`config.mk`:
```
export PLATFORM = sky130hd
export DESIGN_NAME = instr_fetch_unit
export DESIGN_NICKNAME = d
export VERILOG_FILES = /design/src/rtl/instr_fetch_unit.sv
export SDC_FILE = /design/constraint.sdc
export NUM_CORES = 1
export LEC_CHECK = 0
export BUFFER_PORTS_ARGS = -buffer_cell sky130_fd_sc_hd__buf_2
export CAP_MARGIN = 20
export CORE_ASPECT_RATIO = 1.4
export CORE_MARGIN = 5
export CORE_UTILIZATION = 47
export CTS_CLUSTER_SIZE = 16
export DETAILED_ROUTE_END_ITERATION = 12
export GPL_ROUTABILITY_DRIVEN = 0
export HOLD_SLACK_MARGIN = 0.05
export PLACE_DENSITY = 0.78
export SYNTH_ARGS = -nofsm -noshare
export SYNTH_HDL_FRONTEND = slang
export SYNTH_SLANG_ARGS = --single-unit
export TNS_END_PERCENT = 100
```
`constraint.sdc`:
```
create_clock -name clk -period 4.9 [get_ports clk]
set_clock_uncertainty 0.05 [all_clocks]
set_input_delay 0.98 -clock clk [delete_from_list [all_inputs] [get_ports clk]]
set_output_delay 0.98 -clock clk [all_outputs]
set_load 0.03 [all_outputs]
```
`src/rtl/instr_fetch_unit.sv`:
```
// ---------------------------------------------------------------------------
// instr_fetch_unit
//
// Front end of the RISC-V datapath. Owns the PC, issues one word fetch at a
// time to instruction memory, and buffers returned words in a small FIFO that
// feeds the decode stage. A redirect (taken branch) reloads the PC and
// flushes everything buffered or in flight.
//
// Optional feature macro: IFU_OPCODE_CHECK_EN
//   defined   -> instr_illegal flags head words whose opcode is not one of
//                R-type, load, store or branch (flag computed at push time)
//   undefined -> instr_illegal is tied to 0, no checking logic exists
//
// Ports
//   clk, rst         clock; synchronous active-high reset
//   imem_req/addr    fetch request (registered) and word-aligned address
//   imem_ready       memory accepts the request this cycle
//   imem_rvalid/data response, always at least one cycle after acceptance
//   redirect_valid   one-cycle PC redirect pulse, target in redirect_pc
//   instr_valid      FIFO head valid; instr_ready consumes it
//   instr, instr_pc  head word and the PC it was fetched from
//   instr_op         instr[6:0] for the control unit
//   instr_illegal    head opcode unsupported (optional feature)
//
// Handshakes: a transfer happens on any rising edge where valid and ready
// are both high. A valid source holds its payload stable until that edge;
// ready may be asserted or dropped freely and never depends on valid.
// ---------------------------------------------------------------------------
module instr_fetch_unit #(
    parameter int              XLEN      = 32,
    parameter logic [XLEN-1:0] RESET_PC  = '0,
    parameter int              BUF_DEPTH = 2
) (
    input  logic            clk,
    input  logic            rst,
    output logic            imem_req,
    output logic [XLEN-1:0] imem_addr,
    input  logic            imem_ready,
    input  logic            imem_rvalid,
    input  logic [XLEN-1:0] imem_rdata,
    input  logic            redirect_valid,
    input  logic [XLEN-1:0] redirect_pc,
    output logic            instr_valid,
    input  logic            instr_ready,
    output logic [XLEN-1:0] instr,
    output logic [XLEN-1:0] instr_pc,
    output logic [6:0]      instr_op,
    output logic            instr_illegal
);

    localparam int PTR_W = $clog2(BUF_DEPTH);
    localparam int CNT_W = PTR_W + 1;

    typedef enum logic [1:0] {
        FETCH = 2'd0,
        WAIT  = 2'd1,
        DROP  = 2'd2
    } state_t;

    state_t            state, state_n;
    logic [XLEN-1:0]   pc;          // next address to fetch
    logic [XLEN-1:0]   req_pc;      // address of the outstanding request
    logic [CNT_W-1:0]  count, count_n;
    logic [PTR_W-1:0]  rd_ptr, wr_ptr;
    logic              req_q;

    logic [XLEN-1:0]   buf_instr [BUF_DEPTH];
    logic [XLEN-1:0]   buf_pc    [BUF_DEPTH];

    logic accept, pop, push, flush, req_n;

    assign accept = req_q & imem_ready;
    assign pop    = instr_valid & instr_ready;

    // Next-state decode. Redirect wins over everything; a response landing
    // in the redirect cycle is simply discarded, so no DROP stall is needed.
    always_comb begin
        state_n = state;
        push    = 1'b0;
        flush   = 1'b0;
        if (redirect_valid) begin
            flush = 1'b1;
            if (imem_rvalid)
                state_n = FETCH;
            else if (state == WAIT || state == DROP || accept)
                state_n = DROP;
            else
                state_n = FETCH;
        end else begin
            unique case (state)
                FETCH: if (accept) state_n = WAIT;
                WAIT: begin
                    if (imem_rvalid) begin
                        push    = 1'b1;
                        state_n = FETCH;
                    end
                end
                DROP:  if (imem_rvalid) state_n = FETCH;
                default: state_n = FETCH;
            endcase
        end
    end

    // Pop of an empty FIFO cannot happen because pop is gated by instr_valid.
    always_comb begin
        if (flush)
            count_n = '0;
        else
            count_n = count + CNT_W'(push) - CNT_W'(pop);
    end

    // imem_req is registered from next-cycle state so it is glitch-free and
    // low during reset. Space is guaranteed at response time because the
    // count check is made before the request is ever raised.
    assign req_n = (state_n == FETCH) && (count_n < CNT_W'(BUF_DEPTH));

    always_ff @(posedge clk) begin
        if (rst) begin
            state  <= FETCH;
            pc     <= RESET_PC;
            req_pc <= RESET_PC;
            count  <= '0;
            rd_ptr <= '0;
            wr_ptr <= '0;
            req_q  <= 1'b0;
        end else begin
            state <= state_n;
            count <= count_n;
            req_q <= req_n;
            if (flush) begin
                pc     <= redirect_pc & ~XLEN'(3);
                rd_ptr <= '0;
                wr_ptr <= '0;
            end else begin
                if (accept) begin
                    pc     <= pc + XLEN'(4);
                    req_pc <= pc;
                end
                if (push) wr_ptr <= wr_ptr + PTR_W'(1);
                if (pop)  rd_ptr <= rd_ptr + PTR_W'(1);
            end
        end
    end

    // Payload storage carries no reset; occupancy is tracked by count.
    always_ff @(posedge clk) begin
        if (push) begin
            buf_instr[wr_ptr] <= imem_rdata;
            buf_pc[wr_ptr]    <= req_pc;
        end
    end

    assign imem_req    = req_q;
    assign imem_addr   = pc;
    assign instr_valid = (count != '0);
    assign instr       = buf_instr[rd_ptr];
    assign instr_pc    = buf_pc[rd_ptr];
    assign instr_op    = instr[6:0];

`ifdef IFU_OPCODE_CHECK_EN
    logic buf_ill [BUF_DEPTH];
    logic rdata_ill;

    always_comb begin
        unique case (imem_rdata[6:0])
            7'b0110011, 7'b0000011, 7'b0100011, 7'b1100011: rdata_ill = 1'b0;
            default:                                        rdata_ill = 1'b1;
        endcase
    end

    always_ff @(posedge clk) begin
        if (push) buf_ill[wr_ptr] <= rdata_ill;
    end

    assign instr_illegal = instr_valid & buf_ill[rd_ptr];
`else
    assign instr_illegal = 1'b0;
`endif

endmodule

```
==> impl_metrics.csv, run 1 <==
group,metric,value,unit
status,run_status,"finished clean",
synth,synth-compound-area-share,6.72,%
synth,syn_area,7780,µm²
sta,fin_crit_sh,68.2,%
synth,yosysTopAreaCell,"edfxtp_1",
final_layout,final_util,57.4,%
die,die_y,162,µm
power_and_ir_drop,power.density,355,nW/µm²
clocking,cts_num_sinks,192,
sta,hold_viol,0,
grt,grt_start_max_net_pins,42,
final_layout,drive_gt1_share,36.7,%
routing,via_per_inst,5.26,
critical_path,path_cells,"buf_4 -> mux2_2 -> buf_2",
critical_path,worstPathRequired,3.87,ns
placement,io_buffers,168,
clocking,cts_tree,"done",
synth,synth_cell_types,51,
routing,wl_per_cell,16.9,µm
critical_path,regToRegStartpoint,"imem_addr[2]",
sta,relSlewSlack,51.6,%
grt,grt_pass1_wl,26400,µm
critical_path,critical-path-max-stage-delay,0.71,ns
sta,rsz0062_at_grt,"false",
synth,synth_edf_count,124,
synth,ys.flop_type,"edfxtp_1",
routing,drc,0,
routing,dr.pass1.iters,5,
synth,synthTopCellsByArea,"edfxtp_1 48%, dfxtp_1 17%, mux2_2 9.0%",
synth,synth_top_family_by_area,"simple AND/OR/NAND/NOR gates",
clocking,path_clk_slew,0.07,ns
sta,hold_slack,0.408,ns
routing,drtIter0Drc,284,
sta,tns,0,ns
power_and_ir_drop,leakage,3.31,nW
critical_path,crit_type,"reg -> out",
final_layout,layout_common_cells,"168 x buf_2, 124 x edfxtp_1, 81 x nand2_1",
sta,period_minus_slack,3.34,ns
clocking,clk_latency,0.42,ns
synth,yosys.area.top_type_share,47.8,%
placement,placed_cell_area,8740,µm²
sta,setup_violations,0,
synth,async_flop_share,0,%
critical_path,worstPathArrival,2.31,ns
die,die_w,119,µm
synth,syn_inst,616,
sta,fmax,299,MHz
synth,avgSynthCellArea,12.6,µm²
final_layout,design_area,9320,µm²
clocking,numCtsBuffers,17,
routing,drt-total-wl,16600,µm
synth,synth-simple-area-share,11.4,%
synth,synth-seq-area-share,65.3,%
die,core_area,16200,µm²
final_layout,area_delta_synth_final,19.8,%
final_layout,antennaDiodeCount,0,
clocking,clock_path_buffers,2,
grt,antenna_found_initial,0,
clocking,post_cts_buffers,0,
clocking,postCtsHoldBufs,0,
worst_hold_path,min_path_type,"reg -> reg",
grt,grt_usage,17.1,%
critical_path,crit_slowest_cell,"dfxtp_2",
clocking,htreeDepth,4,
grt,grt_overflow,0,
synth,synth-adder-area-share,0.965,%
sta,slew_violations,0,
die,design.die.area,19300,µm²
final_layout,fillCellCount,1362,
critical_path,critical_path.startpoint_type,"flip-flop",
worst_hold_path,min_from,"req_pc[5]",
synth,synth-xor-area-share,2.59,%
power_and_ir_drop,irDropWorstVdd,0.175,mV
critical_path,worst-path-max-fanout,38,
critical_path,worstSetupEndpointType,"output port",
clocking,cts_root_buf,"clkbuf_16",
final_layout,final_nets,846,
job,cap_violations,0,
routing,vias,5161,
clocking,cts_resized,0,
die,io_pins,176,
grt,grt_pass1_vias,5174,
die,rows,55,
synth,synth_mux_area_share,9.10,%
placement,dp_hpwl,11600,µm
synth,yosys_warnings,0,
die,initial_core_util,47.9,%
final_layout,layout_commonest_cell,"buf_2",
synth,synth_seq_cells,192,
routing,final_antenna_net_count,0,
sta,worstMarginPinSlew,0.719,ns
-- cells in the mapped netlist, drive strengths merged, types with 2 or more instances --
cell type  instances
a21o               2
a21oi             51
a31oi              2
and2               5
and3               2
buf               15
clkbuf            30
dfxtp             68
edfxtp           124
ha                 6
inv               19
mux2              62
nand2             81
nand3             17
nand3b             4
nand4             12
nor2              21
nor2b              8
nor3              10
nor4               9
o211ai             3
o21a              12
o21ai             10
o31a               3
or2                2
or3                2
or4                3
xnor2             19
xor2               4
-- stage by stage --
| step | total power, mW | instances | worst slack (ns) |
|---|---|---|---|
| detailed placement | 2.00 | 950 | 1.64 |
| global placement | 2.00 | 950 | 1.70 |
| CTS | 3.33 | 982 | 1.49 |
| finish | 3.31 | 982 | 1.56 |
| floorplan | 1.93 | 620 | 0.352 |
| global route | 3.42 | 982 | 1.42 |
-- registers in the layout (all words and copies together) (netlist names), named ones only --
name,count
imem_addr,30
count,2
buf_instr,64
wr_ptr,1
buf_pc,60
state,2
imem_req,1
req_pc,30
rd_ptr,1
-- cells by family (layout without fill, tap and decap cells) --
kind of cell    after synthesis  count (layout)
flops                       192             192
simple gates                179             179
compound gates               88              88
buf+inv                      64             227
mux                          63              63
xor+xnor                     23              23
fa+ha+maj                     6               6
other cells                   1               5
-- power breakdown --
part | total (mW) | switching [mW] | internal, mW
registers | 1.78 | 0.0369 | 1.74
logic | 0.191 | 0.122 | 0.0692
clock network | 1.34 | 0.623 | 0.714
-- critical path: cells and delay by family (launching register included) --
family	cells	cell delay, ns
buf+inv	2	0.73
flops	1	0.71
mux	1	0.41
-- final timing paths --
| path | to | slack [ns] | depth (start not counted) |
|---|---|---|---|
| setup / recovery | instr_pc[24] | 1.56 | 3 |
| hold reg to reg | buf_pc[1][5] | 0.41 | 0 |
| hold / removal | buf_pc[1][5] | 0.41 | 0 |
| setup reg to reg | imem_addr[30] | 2.50 | 6 |
-- layer usage --
metal | track usage, % | up-vias | routed length, µm
met5 | 0 | - | 0
met4 | 7.22 | 0 | 482
met3 | 2.68 | 33 | 639
met2 | 30.8 | 151 | 8620
met1 | 20.2 | 2466 | 6820
li1 | - | 2511 | -
-- area by class of cell --
type,instances,area (µm²),share of cell area [%]
Timing Repair Buffer,176,901,9.66
Inverter,19,71.3,0.765
Clock buffer,19,464,4.98
Tap cell,199,249,2.67
Sequential cell,192,5090,54.6
Clock inverter,13,116,1.25
Multi-Input combinational cell,364,2430,26.1
Power figures use the tool's default switching activity.
==> inputs of run 2 (changes only) <==
--- a/config.mk
+++ b/config.mk
@@ -14,7 +14,7 @@
 export DETAILED_ROUTE_END_ITERATION = 12
 export GPL_ROUTABILITY_DRIVEN = 0
 export HOLD_SLACK_MARGIN = 0.05
-export PLACE_DENSITY = 0.78
+export PLACE_DENSITY = 0.81
 export SYNTH_ARGS = -nofsm -noshare
 export SYNTH_HDL_FRONTEND = slang
 export SYNTH_SLANG_ARGS = --single-unit
==> constraint.sdc (replaced) <==
create_clock -name clk -period 2.8 [get_ports clk]
set_clock_uncertainty 0.05 [all_clocks]
set_input_delay 0.56 -clock clk [delete_from_list [all_inputs] [get_ports clk]]
set_output_delay 0.56 -clock clk [all_outputs]
set_load 0.03 [all_outputs]
==> run 2 against run 1 <==
Net effect:
- sequential power grew 75%
- final cell count up 0.41%
- clock power up 72%
- sequential share of layout area decreased by 0.34 points
- critical endpoint is now instr_pc[27]
==> impl_metrics.csv, run 2 (synthesized netlist as in run 1, its figures left out) <==
group,metric,value,unit
sta,relSlewSlack,60.5,%
power_and_ir_drop,power.internal,4.49,mW
clocking,htreeDepth,4,
die,die_w,119,µm
job,cap_violations,0,
routing,via_per_inst,5.22,
sta,rsz0062_at_grt,"false",
critical_path,crit_type,"reg -> out",
placement,io_buffers,168,
die,design.die.area,19300,µm²
routing,drt-total-wl,16400,µm
worst_hold_path,min_path_type,"in -> reg",
grt,grt_usage,17.0,%
final_layout,final_util,57.8,%
critical_path,worst-path-max-fanout,62,
routing,dr.pass1.iters,5,
final_layout,design_area,9380,µm²
grt,grt_start_max_net_pins,63,
final_layout,area_delta_synth_final,20.5,%
clocking,cts_resized,0,
clocking,post_cts_buffers,0,
sta,fmax,442,MHz
routing,drc,0,
grt,grt_pass1_vias,5254,
critical_path,critical_path.startpoint_type,"flip-flop",
routing,wl_per_cell,16.6,µm
power_and_ir_drop,netSwitchingFraction,22.0,%
final_layout,largest_reg_flops,64,
final_layout,antennaDiodeCount,0,
power_and_ir_drop,power,5.76,mW
critical_path,worstSetupEndpointType,"output port",
routing,final_antenna_net_count,0,
die,rows,55,
critical_path,path_cells,"buf_12 -> mux2_2 -> buf_2",
sta,worstMarginPinSlew,0.586,ns
sta,period_minus_slack,2.26,ns
final_layout,reg_top3,"buf_instr (64), buf_pc (60)",
final_layout,layout_commonest_cell,"buf_2",
power_and_ir_drop,p_clk_share,40.1,%
sta,setup_violations,0,
grt,grt_overflow,0,
power_and_ir_drop,combPwrFrac,5.9,%
final_layout,top_register,"buf_instr",
die,initial_core_util,47.9,%
routing,vias,5148,
power_and_ir_drop,power.density,614,nW/µm²
sta,slew_violations,0,
power_and_ir_drop,irDropWorstVdd,0.398,mV
critical_path,worstPathArrival,1.65,ns
die,core_area,16200,µm²
status,run_status,"finished clean",
final_layout,final_nets,851,
clocking,cts_tree,"done",
critical_path,critical-path-max-stage-delay,0.39,ns
power_and_ir_drop,p_seq_share,53.9,%
final_layout,drive_gt1_share,36.6,%
clocking,numCtsBuffers,17,
clocking,cts_root_buf,"clkbuf_16",
clocking,postCtsHoldBufs,0,
final_layout,layout_common_cells,"168 x buf_2, 124 x edfxtp_1, 81 x nand2_1",
clocking,clock_path_buffers,2,
routing,drtIter0Drc,337,
placement,placed_cell_area,8820,µm²
power_and_ir_drop,leakage,3.34,nW
clocking,clk_latency,0.41,ns
power_and_ir_drop,switchingPower,1.27,mW
sta,fin_crit_sh,80.7,%
clocking,cts_num_sinks,192,
grt,antenna_found_initial,0,
placement,dp_hpwl,11300,µm
grt,grt_pass1_wl,26300,µm
clocking,path_clk_slew,0.07,ns
die,die_y,162,µm
sta,hold_viol,0,
critical_path,crit_slowest_cell,"mux2_2",
critical_path,worstPathRequired,2.19,ns
die,io_pins,176,
run 2: area by class of cell:
| cell class | count | area (µm²) |
|---|---|---|
| Fill cell | 1324 | 6860 |
| Sequential cell | 192 | 5090 |
| Multi-Input combinational cell | 364 | 2430 |
| Timing Repair Buffer | 181 | 976 |
| Clock buffer | 20 | 437 |
| Tap cell | 199 | 249 |
| Clock inverter | 11 | 128 |
| Inverter | 19 | 71.3 |
run 2: worst paths after layout:
path                                      from          endpoint  slack [ns]  cells past startpoint
worst max-delay path                 flip-flop      instr_pc[27]        0.54                      3
worst min-delay path            imem_rdata[12]  buf_instr[1][12]        0.29                      1
worst max register to register    imem_addr[2]     imem_addr[21]        0.64                      5
worst min register to register      req_pc[16]     buf_pc[1][16]        0.41                      0
run 2: per-layer routing:
layer	up-vias	share of wire [%]	global-route usage, %
li1	2520	-	-
met1	2468	40	19.5
met2	136	54	31.5
met3	24	4.2	3.27
met4	0	1.7	6.06
met5	-	0	0
run 2: per-stage QoR:
| stage | hold WS (ns) | TNS (ns) | setup WS [ns] | instances |
|---|---|---|---|---|
| CTS | 0.264 | 0 | 0.506 | 986 |
| global route | 0.258 | 0 | 0.468 | 986 |
| finish | 0.285 | 0 | 0.539 | 986 |
| detailed placement | 0.389 | 0 | 0.455 | 955 |
| global placement | 0.380 | 0 | 0.465 | 955 |
| floorplan | 0.375 | -39.31 | -0.317 | 620 |
run 2: worst max-delay path: cells and delay by family, from the launching register on:
| family | cells | cell delay, ns |
|---|---|---|
| buffers and inverters | 2 | 0.49 |
| multiplexers | 1 | 0.39 |
| flip-flops | 1 | 0.34 |
run 2: power groups by stage:
stage,Sequential (mW),Clock [mW],Combinational (mW)
floorplan,3.21,0,0.170
global placement,3.17,0,0.338
detailed placement,3.17,0,0.344
CTS,3.11,2.37,0.347
global route,3.11,2.49,0.373
finish,3.11,2.31,0.343
